**config.mk**
```make
export PLATFORM = sky130hd
export DESIGN_NAME = add_result_accum
export DESIGN_NICKNAME = d
export VERILOG_FILES = /design/src/rtl/add_result_accum.sv
export SDC_FILE = /design/constraint.sdc
export NUM_CORES = 1
export LEC_CHECK = 0
export BUFFER_PORTS_ARGS = -buffer_cell sky130_fd_sc_hd__buf_4
export CORE_MARGIN = 2
export CORE_UTILIZATION = 35
export CTS_CLUSTER_SIZE = 24
export DETAILED_ROUTE_END_ITERATION = 12
export PLACE_DENSITY = 0.65
export SYNTH_ARGS = -nofsm -noshare
export SYNTH_HDL_FRONTEND = slang
export SYNTH_SLANG_ARGS = --single-unit
```
**constraint.sdc**
```tcl
create_clock -name clk -period 1.94 [get_ports clk]
set_input_delay 0.194 -clock clk [delete_from_list [all_inputs] [get_ports clk]]
set_output_delay 0.194 -clock clk [all_outputs]
set_load 0.01 [all_outputs]
```
**src/rtl/add_result_accum.sv**
```systemverilog
// Batch accumulator for 4-bit adder results: sums BATCH beats into an
// ACC_W-bit total with a sticky overflow flag, then holds it for a downstream handshake.
module add_result_accum #(
  parameter int ACC_W = 8,
  parameter int BATCH = 4
) (
  input  logic             clk,
  input  logic             rst_n,
  input  logic             in_valid,
  output logic             in_ready,
  input  logic [2:0]       in_sum,
  input  logic             in_cout,
  input  logic             clear,
  output logic             out_valid,
  input  logic             out_ready,
  output logic [ACC_W-1:0] out_total,
  output logic             out_ovf
);

  localparam int CNT_W = $clog2(BATCH + 1);

  if (ACC_W < 4 || ACC_W > 16) begin : g_bad_acc_w
    $error("add_result_accum: ACC_W must be within 4..16");
  end
  if (BATCH < 1 || BATCH > 15) begin : g_bad_batch
    $error("add_result_accum: BATCH must be within 1..15");
  end

  typedef enum logic {
    S_COLLECT = 1'b0,
    S_PRESENT = 1'b1
  } state_e;

  state_e             state_q, state_d;
  logic [ACC_W-1:0]   acc_q, acc_d;
  logic [CNT_W-1:0]   cnt_q, cnt_d;
  logic               ovf_q, ovf_d;

  logic [ACC_W:0]     beat_ext;
  logic [ACC_W:0]     sum_ext;
  logic [CNT_W-1:0]   cnt_inc;
  logic               last_beat;

  // One extra bit on the adder exposes the carry that feeds the sticky flag.
  assign beat_ext  = {{(ACC_W - 3){1'b0}}, in_cout, in_sum};
  assign sum_ext   = {1'b0, acc_q} + beat_ext;
  assign cnt_inc   = cnt_q + CNT_W'(1);
  assign last_beat = (cnt_q == CNT_W'(BATCH - 1));

  always_comb begin
    state_d = state_q;
    acc_d   = acc_q;
    cnt_d   = cnt_q;
    ovf_d   = ovf_q;

    if (clear) begin
      state_d = S_COLLECT;
      acc_d   = '0;
      cnt_d   = '0;
      ovf_d   = 1'b0;
    end else begin
      unique case (state_q)
        S_COLLECT: begin
          if (in_valid) begin
            acc_d = sum_ext[ACC_W-1:0];
            ovf_d = ovf_q | sum_ext[ACC_W];
            cnt_d = cnt_inc;
            if (last_beat) begin
              state_d = S_PRESENT;
            end
          end
        end
        S_PRESENT: begin
          // Beats offered here are left for upstream to hold; the handshake
          // edge only restarts the batch.
          if (out_ready) begin
            state_d = S_COLLECT;
            acc_d   = '0;
            cnt_d   = '0;
            ovf_d   = 1'b0;
          end
        end
        default: begin
          state_d = S_COLLECT;
        end
      endcase
    end
  end

  always_ff @(posedge clk or negedge rst_n) begin
    if (!rst_n) begin
      state_q <= S_COLLECT;
      acc_q   <= '0;
      cnt_q   <= '0;
      ovf_q   <= 1'b0;
    end else begin
      state_q <= state_d;
      acc_q   <= acc_d;
      cnt_q   <= cnt_d;
      ovf_q   <= ovf_d;
    end
  end

  // All outputs come straight from registers, so no input reaches them combinationally.
  assign in_ready  = (state_q == S_COLLECT);
  assign out_valid = (state_q == S_PRESENT);
  assign out_total = acc_q;
  assign out_ovf   = ovf_q;

endmodule

```
## Word level (Yosys, flattened, before mapping)

Cells that the tools add are included.

| word-level totals | value |
|---|---|
| register bits | 13 |
| input port bits | 9 |
| output and inout bits | 11 |
| logic and storage cells | 29 |

| operators by class | value |
|---|---|
| add/subtract/negate cells | 2 |
| eq/ne operators | 3 |
| multiplexer cells | 17 |
| bitwise gates (word level) | 2 |
| reductions and logical operators | 1 |

Operators with widths:

| operator | count |
|---|---|
| $mux W8 | 3 |
| $pmux W8 S2 | 1 |
| $add A8 B4 Y9 | 1 |
| $mux W3 | 3 |
| $mux W1 | 7 |
| $pmux W3 S2 | 1 |
| $pmux W1 S2 | 2 |
| $add A3 B1 Y3 const B | 1 |
| $eq A3 B2 Y1 const B | 1 |
| $ne A3 B2 Y1 const B | 1 |
| $ne A3 B3 Y1 const B | 1 |
| $reduce_and A2 Y1 | 1 |
| $not A1 Y1 | 1 |
| $or A1 B1 Y1 | 1 |

## Logic depth before layout (Yosys ltp)

Gate-level depths: netlist (run 1).

| logic depth | value |
|---|---|
| word-level depth | 5 |
| mapped depth | 6 |

## Worst setup path after synthesis (run 1)

Ideal clock, no wire load.

| timing | value |
|---|---|
| kind | register to register |
| start point | register acc_q[0], in the netlist out_total[0] |
| end point | register acc_q[6], in the netlist out_total[6] |
| data arrival time | 1.613 ns |
| required time | 1.830 ns |
| setup slack | 0.217 ns |
| cell stages (with the launch flop) | 7 |
| buffers on the path | 0 |
| path through | dfrtp_1 > ha_1 > fa_1 > a21o_2 > a21oi_2 > o311ai_0 > o41ai_1 |

| on the way | value |
|---|---|
| longest elaborated chain between the ends | 4 |

Ends and longest elaborated chain:

| what | RTL line | RTL |
|---|---|---|
| start, declared | 35 | `logic [ACC_W-1:0] acc_q, acc_d;` |
| start signal, assigned | 93 | `acc_q <= '0;` |
| start signal, assigned | 98 | `acc_q <= acc_d;` |
| $add A8 B4 Y9 | 46 | `assign sum_ext = {1'b0, acc_q} + beat_ext;` |
| $mux W8 | 64 | `if (in_valid) begin` |
| $pmux W8 S2 | 62 | `unique case (state_q)` |
| $mux W8 | 56 | `if (clear) begin` |

Every way passes these cells. The select of a mux whose other input is x is not followed.
A chain may end at the register's enable or synchronous reset.

## Worst setup path in the final report (run 1)

Same ends and word-level chain as after synthesis.

==> flow_metrics.py, run 1 <==
metrics = {
    "layout": {
        "nNetsFinal": 121,
        "diodes": 0,
        "final_cell_mix": "19 x buf_4, 13 x dfrtp_1",
        "drive_gt1_frac": 0.288,
        "syn2layout_area_growth_pct": 26.0,
        "fin_area_sq_mm": 0.00101,
        "utilization": 0.462,
        "final_common_cell": "buf_4",
    },
    "pwr": {
        "vdd_drop_max_mv": 0.384,
        "p_clk_frac": 0.272,
        "internal-power_mw": 0.442,
        "p_leak_nw": 0.473,
        "power_mw": 0.637,
        "seqPwrFrac": 0.474,
        "p_switching_mw": 0.195,
        "powerDensity_mw_per_mm2": 629,
        "p_sw_frac": 0.306,
        "power_frac_comb": 0.253,
    },
    "floorplanning": {
        "core_area_sq_mm": 0.00219,
        "die_x_um": 51.9,
        "io-pin-count": 20,
        "die_area_sq_mm": 0.00269,
        "start_util": 0.367,
        "std_cell_rows": 17,
        "fp.dieH_um": 51.9,
    },
    "clock_tree": {
        "cts_made_buffers": 3,
        "clk_latency_ns": 0.28,
        "htreeDepth": 1,
        "cts_root_buffer": "clkbuf_4",
        "clock_path_buffers": 2,
        "cts_setup_buffers": 0,
        "cts_sinks": 13,
        "clkTransAtPathRegs_ns": 0.08,
        "cts_tree": "built",
    },
    "synth": {
        "synth_edf_count": 0,
        "yosysWarnings": 0,
        "synth_async_sr_flop_share": 1.00,
        "syn_area_per_cell_sq_um": 9.68,
        "yosysTopAreaCellShare": 0.405,
        "postSynthCellCount": 83,
        "yosys_register_bits": 13,
        "yosysTopAreaCell": "dfrtp_1",
        "synth_fp_nets": 99,
        "ys.flop_type": "dfrtp_1",
        "ys_top_cells_by_area": "dfrtp_1 40%, ha_1 9.3%, a21oi_1 3.7%",
        "ys_seq_area_frac": 0.405,
        "synthesis.area_sq_um": 803,
        "synth_cell_types": 29,
    },
    "global_route": {
        "antenna_found_initial": 0,
        "grt_pass1_vias": 645,
        "grt_util_all_layers": 0.152,
        "grt_max_degree": 16,
        "grt_pass1_wl_um": 3020,
        "gr-total-overflow": 0,
    },
    "route": {
        "vias": 688,
        "first_pass_iters": 4,
        "post_drt_wl_per_cell_um": 13.4,
        "drtIter0Drc": 12,
        "viasPerCell": 5.21,
        "routed_wl_um": 1760,
        "drc": 0,
        "drtAntennaViolNets": 0,
    },
    "timing": {
        "fin_skew_ns": 0.000938,
        "rsz0062_at_grt": "false",
        "max_freq_mhz": 554,
        "slew_headroom": 0.698,
        "period_needed_ns": 1.80,
        "post-route-period-util": 0.930,
        "finalHoldViolations": 0,
        "setup_viol": 0,
        "tightest_slew_ns": 0.447,
        "fin_setup_tns_ns": 0,
        "finalWorstSetupSlack_ns": 0.136,
        "drv_slew": 0,
    },
    "critical_path": {
        "regToRegStartpoint": "out_total[0]",
        "crit_path_start_kind": "register",
        "setup.worst_path.class": "register to register",
        "path_max_fanout": 5,
        "startpoint": "out_total[0]",
        "required_ns": 2.12,
        "critPathArrivalTime_ns": 1.98,
        "crit_path_end_kind": "register",
    },
    "placed_design": {
        "dp_hpwl_um": 1240,
        "dpl_cell_area_sq_um": 966,
        "gp_congestion": 0.751,
        "pre_cts_slack_ns": 0.156,
        "port_buffers": 19,
    },
    "worst_hold_path": {
        "hold_class": "primary input to register",
        "min_from": "clear",
    },
    "status": {
        "outcome": "finished, final reports clean",
    },
    "job": {
        "drv_cap": 0,
    },
}
[sequential cells by signal, indices dropped and copies added, names as in the netlist]
name / count
cnt_q: 3
out_ovf: 1
out_total: 8
out_valid: 1
[critical path: stages (launching register included)]
cell	delay, ns
dfrtp_1	0.40
ha_1	0.22
fa_2	0.36
a21o_2	0.22
a21oi_4	0.20
o311ai_0	0.20
o41ai_1	0.10
[power groups by stage]
| stage | Combinational [mW] | Clock [mW] | Sequential, mW |
|---|---|---|---|
| 3_5_place_dp | 0.153 | 0 | 0.308 |
| 6_report | 0.161 | 0.173 | 0.302 |
| 5_1_grt | 0.182 | 0.199 | 0.305 |
| 3_3_place_gp | 0.151 | 0 | 0.307 |
| 2_1_floorplan | 0.0919 | 0 | 0.309 |
| 4_1_cts | 0.156 | 0.181 | 0.302 |
[cells by family after synthesis]
group | synth area share
compound gates | 0.235
xor+xnor | 0.0327
fa+ha+maj | 0.118
buf+inv | 0.0421
flops | 0.405
simple gates | 0.167
[layer usage]
layer / global-route usage / routed length, um
met1: 0.198 / 797
met2: 0.247 / 863
met3: 0.0517 / 94
met4: 0.0263 / 8
met5: 0 / 0
[final timing paths]
kind	to	slack, ns	cells after the start
max in group asynchronous	out_total[2]	1.49	2
worst max register to register	out_total[6]	0.14	6
worst max-delay path	out_total[6]	0.14	6
worst min-delay path	out_valid	0.16	2
worst min register to register	cnt_q[2]	0.51	2
min in group asynchronous	out_total[6]	0.29	2
[area by class of cell]
cell class | instances | area, sq um
Fill cell | 217 | 1180
Clock buffer | 4 | 26.3
Timing Repair Buffer | 20 | 153
Inverter | 5 | 18.8
Multi-Input combinational cell | 62 | 454
Tap cell | 28 | 35.0
Sequential cell | 13 | 325
[stage by stage]
step | hold slack [ns] | instances
3_5_place_dp | 0.0537 | 127
3_3_place_gp | 0.0503 | 127
5_1_grt | 0.152 | 132
6_report | 0.160 | 132
2_1_floorplan | -0.102 | 83
4_1_cts | 0.155 | 132
[synthesized netlist by cell type, types with 2 or more instances]
| library cell | instances |
|---|---|
| nand2_1 | 5 |
| nor2_1 | 6 |
| nand3_1 | 6 |
| a21o_1 | 2 |
| o31ai_1 | 2 |
| inv_1 | 5 |
| a31o_2 | 2 |
| a21oi_1 | 6 |
| ha_1 | 6 |
| nand2b_1 | 3 |
| buf_2 | 3 |
| a211oi_1 | 2 |
| a31oi_1 | 2 |
| xnor2_1 | 2 |
| o21ai_0 | 5 |
| dfrtp_1 | 13 |
[timing repair]
item	in CTS	in global routing
endpoints found under the setup margin	0	1
endpoints found under the hold margin	13	0
hold buffers	1	0
resized for setup	0	2
No activity file was read; power rests on OpenSTA's default activity.
==> run 2, diff against run 1 <==
--- a/config.mk
+++ b/config.mk
@@ -10,7 +10,7 @@
 export CORE_UTILIZATION = 35
 export CTS_CLUSTER_SIZE = 24
 export DETAILED_ROUTE_END_ITERATION = 12
-export PLACE_DENSITY = 0.65
+export PLACE_DENSITY = 0.6
 export SYNTH_ARGS = -nofsm -noshare
 export SYNTH_HDL_FRONTEND = slang
 export SYNTH_SLANG_ARGS = --single-unit
==> constraint.sdc (replaced) <==
create_clock -name clk -period 2.3 [get_ports clk]
set_input_delay 0.23 -clock clk [delete_from_list [all_inputs] [get_ports clk]]
set_output_delay 0.23 -clock clk [all_outputs]
set_load 0.01 [all_outputs]
==> run 2 against run 1 <==
- worst setup slack improved by 0.35 ns
- worst hold slack better by 0.035 ns
- via count shrank 0.44%
- clock skew grew 0.0069 ns
- die area did not move
- non-clock buffer count did not move
- combinational power fell by 20%
- sequential share of layout area grew 0.32 points
- cell area shrank 0.99%
- wire length shrank 7.0%
- first-iteration DRC count down 75%
- critical path depth did not move
- critical endpoint unchanged
- highest routed layer unchanged
==> flow_metrics.py, run 2 (synthesized netlist as in run 1, its figures left out) <==
metrics = {
    "timing": {
        "post-route-period-util": 0.788,
        "fin_setup_tns_ns": 0,
        "timing.hold.ws_ns": 0.196,
        "rsz0062_at_grt": "false",
        "period_needed_ns": 1.81,
        "slew_headroom": 0.766,
        "max_freq_mhz": 552,
        "tightest_slew_ns": 0.347,
        "finalHoldViolations": 0,
        "fin_skew_ns": 0.00783,
        "setup_viol": 0,
        "drv_slew": 0,
    },
    "route": {
        "post_drt_wl_per_cell_um": 12.4,
        "vias": 685,
        "drtIter0Drc": 3,
        "viasPerCell": 5.19,
        "drc": 0,
        "routed_wl_um": 1640,
        "drtAntennaViolNets": 0,
        "first_pass_iters": 4,
    },
    "pwr": {
        "powerDensity_mw_per_mm2": 527,
        "power_frac_comb": 0.243,
        "internal-power_mw": 0.370,
        "vdd_drop_max_mv": 0.318,
        "p_clk_frac": 0.274,
        "seqPwrFrac": 0.483,
        "p_sw_frac": 0.299,
        "p_leak_nw": 0.473,
        "p_switching_mw": 0.158,
    },
    "critical_path": {
        "crit_path_start_kind": "register",
        "crit_path_end_kind": "register",
        "regToRegStartpoint": "out_total[0]",
        "crit_end": "out_total[6]",
        "required_ns": 2.48,
        "ff2ff_setup_slack_ns": 0.49,
        "startpoint": "out_total[0]",
        "critPathArrivalTime_ns": 1.99,
        "setup.worst_path.class": "register to register",
        "rr_endpoint": "out_total[6]",
        "path_max_fanout": 5,
        "r2r_cells": 6,
    },
    "status": {
        "outcome": "finished, final reports clean",
    },
    "global_route": {
        "gr-total-overflow": 0,
        "antenna_found_initial": 0,
        "grt_util_all_layers": 0.140,
        "grt_pass1_wl_um": 2730,
        "grt_pass1_vias": 653,
        "grt_max_degree": 16,
    },
    "floorplanning": {
        "start_util": 0.367,
        "die_area_sq_mm": 0.00269,
        "die_x_um": 51.9,
        "fp.dieH_um": 51.9,
        "io-pin-count": 20,
        "core_area_sq_mm": 0.00219,
        "std_cell_rows": 17,
    },
    "placed_design": {
        "gp_congestion": 0.789,
        "dpl_cell_area_sq_um": 966,
        "dp_hpwl_um": 1230,
        "port_buffers": 19,
    },
    "clock_tree": {
        "cts_root_buffer": "clkbuf_4",
        "cts_setup_buffers": 0,
        "clkTransAtPathRegs_ns": 0.09,
        "cts_made_buffers": 3,
        "clk_latency_ns": 0.28,
        "clock_path_buffers": 2,
        "cts_tree": "built",
        "cts_sinks": 13,
        "htreeDepth": 1,
    },
    "worst_hold_path": {
        "hold_class": "primary input to register",
    },
    "layout": {
        "final_cell_mix": "19 x buf_4, 13 x dfrtp_1",
        "largest_register_ffs": 8,
        "syn2layout_area_growth_pct": 24.8,
        "drive_gt1_frac": 0.279,
        "utilization": 0.457,
        "final_common_cell": "buf_4",
        "nNetsFinal": 121,
        "fillers": 211,
        "fin_area_sq_mm": 0.00100,
        "diodes": 0,
    },
    "job": {
        "drv_cap": 0,
    },
}
run 2: cell types whose count changed in the layout (fill, tap and decap cells not counted):
cell and delta:
a21oi_2 +1, fa_1 +1, fa_2 -1, a21oi_4 -1
run 2: per-layer routing:
metal,vias up,global-route usage,routed length [um]
li1,341,-,-
met5,-,0,0
met4,0,0.0965,35
met3,4,0.0230,74
met2,15,0.219,746
met1,325,0.173,785
run 2: power groups by stage:
stage / clock network, mW / logic, mW / registers [mW]
finish: 0.145 / 0.128 / 0.255
global route: 0.161 / 0.146 / 0.258
CTS: 0.151 / 0.130 / 0.255
detailed placement: 0 / 0.127 / 0.260
global placement: 0 / 0.127 / 0.259
floorplan: 0 / 0.0776 / 0.261
run 2: worst min-delay path by stage:
stage / slack, ns / from / end / depth (start not counted)
CTS: 0.19 / clear / cnt_q[0] / 2
global placement: 0.09 / rst_n / out_valid / 1
detailed placement: 0.09 / rst_n / out_valid / 1
global route: 0.19 / clear / out_total[2] / 2
finish: 0.20 / clear / cnt_q[0] / 2
floorplan: -0.07 / rst_n / cnt_q[0] / 0
run 2: repair_timing:
item | in CTS | in global routing
hold buffers | 1 | 0
endpoints found under the hold margin | 13 | 0
resized for setup | 0 | 0
endpoints found under the setup margin | 0 | 0
run 2: stage by stage:
stage / total power [mW] / setup slack (ns) / cells
after floorplan: 0.339 / 0.577 / 83
after detailed placement: 0.387 / 0.504 / 127
final: 0.528 / 0.487 / 132
after global routing: 0.564 / 0.379 / 132
after global placement: 0.386 / 0.557 / 127
after CTS: 0.536 / 0.473 / 132
run 2: worst max-delay path, cell delays in order, from the launching register on:
cell,delay [ns]
dfrtp_1,0.40
ha_1,0.23
fa_1,0.41
a21o_2,0.21
a21oi_2,0.19
o311ai_0,0.17
o41ai_1,0.09
run 2: area by class of cell:
class                   instances  area [sq um]  share of cell area
clock buffers                   4          26.3              0.0262
repair buffers                 20           153               0.152
multi-input cells              62           444               0.443
flip-flops and latches         13           325               0.325
well taps                      28          35.0              0.0350
inverters                       5          18.8              0.0187
==> run 3, diff against run 2 <==
--- a/config.mk
+++ b/config.mk
@@ -5,12 +5,13 @@
 export SDC_FILE = /design/constraint.sdc
 export NUM_CORES = 1
 export LEC_CHECK = 0
+export ABC_AREA = 1
 export BUFFER_PORTS_ARGS = -buffer_cell sky130_fd_sc_hd__buf_4
 export CORE_MARGIN = 2
 export CORE_UTILIZATION = 35
 export CTS_CLUSTER_SIZE = 24
 export DETAILED_ROUTE_END_ITERATION = 12
-export PLACE_DENSITY = 0.6
+export PLACE_DENSITY = 0.62
 export SYNTH_ARGS = -nofsm -noshare
 export SYNTH_HDL_FRONTEND = slang
 export SYNTH_SLANG_ARGS = --single-unit
==> constraint.sdc (replaced) <==
create_clock -name clk -period 1.46 [get_ports clk]
set_input_delay 0.146 -clock clk [delete_from_list [all_inputs] [get_ports clk]]
set_output_delay 0.146 -clock clk [all_outputs]
set_load 0.01 [all_outputs]
==> run 3 against run 2 <==
- the run now ends with negative setup slack left
- via count up 8.9%
- synthesized cell count is 19% higher
- count of clock-buffer cells in the layout unchanged
- combinational power up 120%
- critical path depth grew 2
- clock power rose by 59%
- synthesized area up 8.1%
- critical endpoint is now out_ovf
- largest cell class unchanged
==> flow_metrics.py, run 3 <==
metrics = {
    "status": {
        "outcome": "complete, but fails checks",
        "violations": "negative setup slack",
    },
    "synth": {
        "yosysTopAreaCell": "dfrtp_1",
        "ys_top_cells_by_area": "dfrtp_1 37%, nand2_1 12%, ha_1 8.6%",
        "ys.flop_type": "dfrtp_1",
        "synth_async_sr_flop_share": 1.00,
        "synth_cell_types": 25,
        "postSynthCellCount": 99,
        "syn_area_per_cell_sq_um": 8.77,
        "yosys_register_bits": 13,
        "synth_edf_count": 0,
        "ys_seq_area_frac": 0.375,
        "yosysTopAreaCellShare": 0.375,
        "yosys-top-cells-count": "27 x nand2_1, 14 x inv_1, 13 x dfrtp_1",
        "synth.most_common_cell": "nand2_1",
        "yosysWarnings": 0,
        "synthesis.area_sq_um": 868,
        "synth_fp_nets": 115,
    },
    "pwr": {
        "power_mw": 0.929,
        "vdd_drop_max_mv": 0.458,
        "powerDensity_mw_per_mm2": 799,
        "p_leak_nw": 0.594,
    },
    "global_route": {
        "antenna_found_initial": 0,
        "grt_util_all_layers": 0.157,
        "grt_max_degree": 14,
        "grt_pass1_vias": 696,
        "gr-total-overflow": 0,
        "grt_pass1_wl_um": 3200,
    },
    "critical_path": {
        "critPathArrivalTime_ns": 1.67,
        "setup.worst_path.class": "register to register",
        "cpMostUsedCell": "nand2_1",
        "r2r_cells": 8,
        "required_ns": 1.63,
        "ff2ff_setup_slack_ns": -0.03,
        "rr_endpoint": "out_ovf",
        "critPathSlowestCell": "dfrtp_1",
        "crit_path_end_kind": "register",
        "crit_path_start_kind": "register",
        "max_stage_delay_ns": 0.40,
        "path_max_fanout": 3,
        "cp_cell_sequence": "ha_2 -> fa_2 -> nand3_2 -> nand2_2 -> nand2_1 -> nand2_1 -> nand4_1 -> nand2_1",
        "regToRegStartpoint": "out_total[0]",
    },
    "clock_tree": {
        "cts_sinks": 13,
        "clock_path_buffers": 2,
        "clk_latency_ns": 0.28,
        "cts_root_buffer": "clkbuf_4",
        "htreeDepth": 1,
        "cts_made_buffers": 3,
        "cts_tree": "built",
        "clkTransAtPathRegs_ns": 0.08,
    },
    "floorplanning": {
        "die_area_sq_mm": 0.00290,
        "std_cell_rows": 18,
        "start_util": 0.360,
        "die_x_um": 53.8,
        "fp.dieH_um": 53.8,
        "io-pin-count": 20,
        "core_area_sq_mm": 0.00241,
    },
    "timing": {
        "finalWorstSetupSlack_ns": -0.0350,
        "tightest_slew_ns": 0.243,
        "period_needed_ns": 1.49,
        "fin_skew_ns": 0.000679,
        "timing.hold.ws_ns": 0.176,
        "finalHoldViolations": 0,
        "fin_setup_tns_ns": -0.0461,
        "slew_headroom": 0.837,
        "drv_slew": 0,
        "setup_viol": 2,
        "post-route-period-util": 1.02,
        "rsz0062_at_grt": "true",
        "max_freq_mhz": 669,
    },
    "route": {
        "routed_wl_um": 1870,
        "drc": 0,
        "drtAntennaViolNets": 0,
        "viasPerCell": 4.69,
        "post_drt_wl_per_cell_um": 11.8,
        "first_pass_iters": 4,
        "drtIter0Drc": 3,
        "vias": 746,
    },
    "placed_design": {
        "dp_hpwl_um": 1440,
        "gp_congestion": 0.729,
        "port_buffers": 19,
        "pre_cts_slack_ns": -0.0375,
        "dpl_cell_area_sq_mm": 0.00110,
    },
    "worst_hold_path": {
        "min_from": "clear",
        "hold_class": "primary input to register",
        "holdPathEnd": "out_total[2]",
        "hold_path_depth": 4,
    },
    "layout": {
        "fin_area_sq_mm": 0.00116,
        "nNetsFinal": 146,
        "diodes": 0,
        "drive_gt1_frac": 0.403,
        "largest_register_ffs": 8,
        "final_cell_mix": "25 x nand2_1, 25 x buf_4, 14 x inv_1, 13 x dfrtp_1, 7 x nor2_1",
        "syn2layout_area_growth_pct": 33.9,
    },
    "job": {
        "drv_cap": 0,
    },
}
run 3: changes by cell type after synthesis, sizes merged, moves of 2 or more:
| cell | before | now |
|---|---|---|
| nand2 | 5 | 31 |
| inv | 5 | 15 |
| a21oi | 8 | 4 |
| nand2b | 4 | 0 |
| nor2 | 6 | 10 |
| a21o | 3 | 0 |
| a22o | 0 | 3 |
| buf | 3 | 0 |
| a211oi | 2 | 0 |
| a31o | 2 | 0 |
| a31oi | 2 | 0 |
| nand3 | 6 | 8 |
| nand4 | 0 | 2 |
| o21ai | 5 | 3 |
run 3: critical path, delay by kind of cell, from the launching register on:
family	cells	cell delay, ns
adders and majority gates	2	0.57
and+or+nand+nor	6	0.42
DFF	1	0.40
run 3: how the worst max path moves through the flow:
stage	from	to	slack, ns	cells past startpoint
6_report	out_total[0]	out_ovf	-0.03	8
5_1_grt	out_total[0]	out_total[4]	-0.15	8
3_3_place_gp	out_total[0]	out_ovf	0.02	8
2_1_floorplan	out_total[0]	out_ovf	-0.01	8
4_1_cts	out_total[0]	out_ovf	-0.05	8
3_5_place_dp	out_total[0]	out_ovf	-0.04	8
run 3: cells by family (layout without fill, tap and decap cells):
group           count (synthesis)  after routing  share of synthesized area
simple gates                   51             51                      0.333
buf+inv                        15             45                     0.0735
flops                          13             13                      0.375
compound gates                 12             12                     0.0994
fa+ha+maj                       7              7                      0.110
xor+xnor                        1              1                     0.0101
run 3: final cells by class:
type,instances,area (sq um)
Tap cell,30,37.5
Clock buffer,4,26.3
Inverter,15,63.8
Timing Repair Buffer,26,198
Sequential cell,13,325
Multi-Input combinational cell,71,512
Fill cell,228,1250
run 3: power by group:
part,switching (mW),leakage (nW),internal [mW]
registers,0.0252,0.176,0.386
clock network,0.124,0.0150,0.106
logic,0.144,0.403,0.144
run 3: routing by layer:
| layer | wire, um | vias up | track usage |
|---|---|---|---|
| li1 | - | 380 | - |
| met4 | 42 | 0 | 0.0897 |
| met1 | 856 | 349 | 0.206 |
| met5 | 0 | - | 0 |
| met3 | 65 | 4 | 0.0250 |
| met2 | 906 | 13 | 0.244 |
run 3: per-stage QoR:
| step | cells | utilization |
|---|---|---|
| after global placement | 153 | 0.456 |
| after floorplan | 99 | - |
| after detailed placement | 153 | 0.456 |
| after CTS | 159 | 0.475 |
| final | 159 | 0.482 |
| after global routing | 159 | 0.482 |
run 3: timing repair:
action / CTS / global route
setup buffers: 1 / 0
hold endpoints to repair: 13 / 0
setup endpoints to repair: 2 / 6
resized for setup: 1 / 3
hold buffers: 1 / 0
pin swaps: 1 / 1
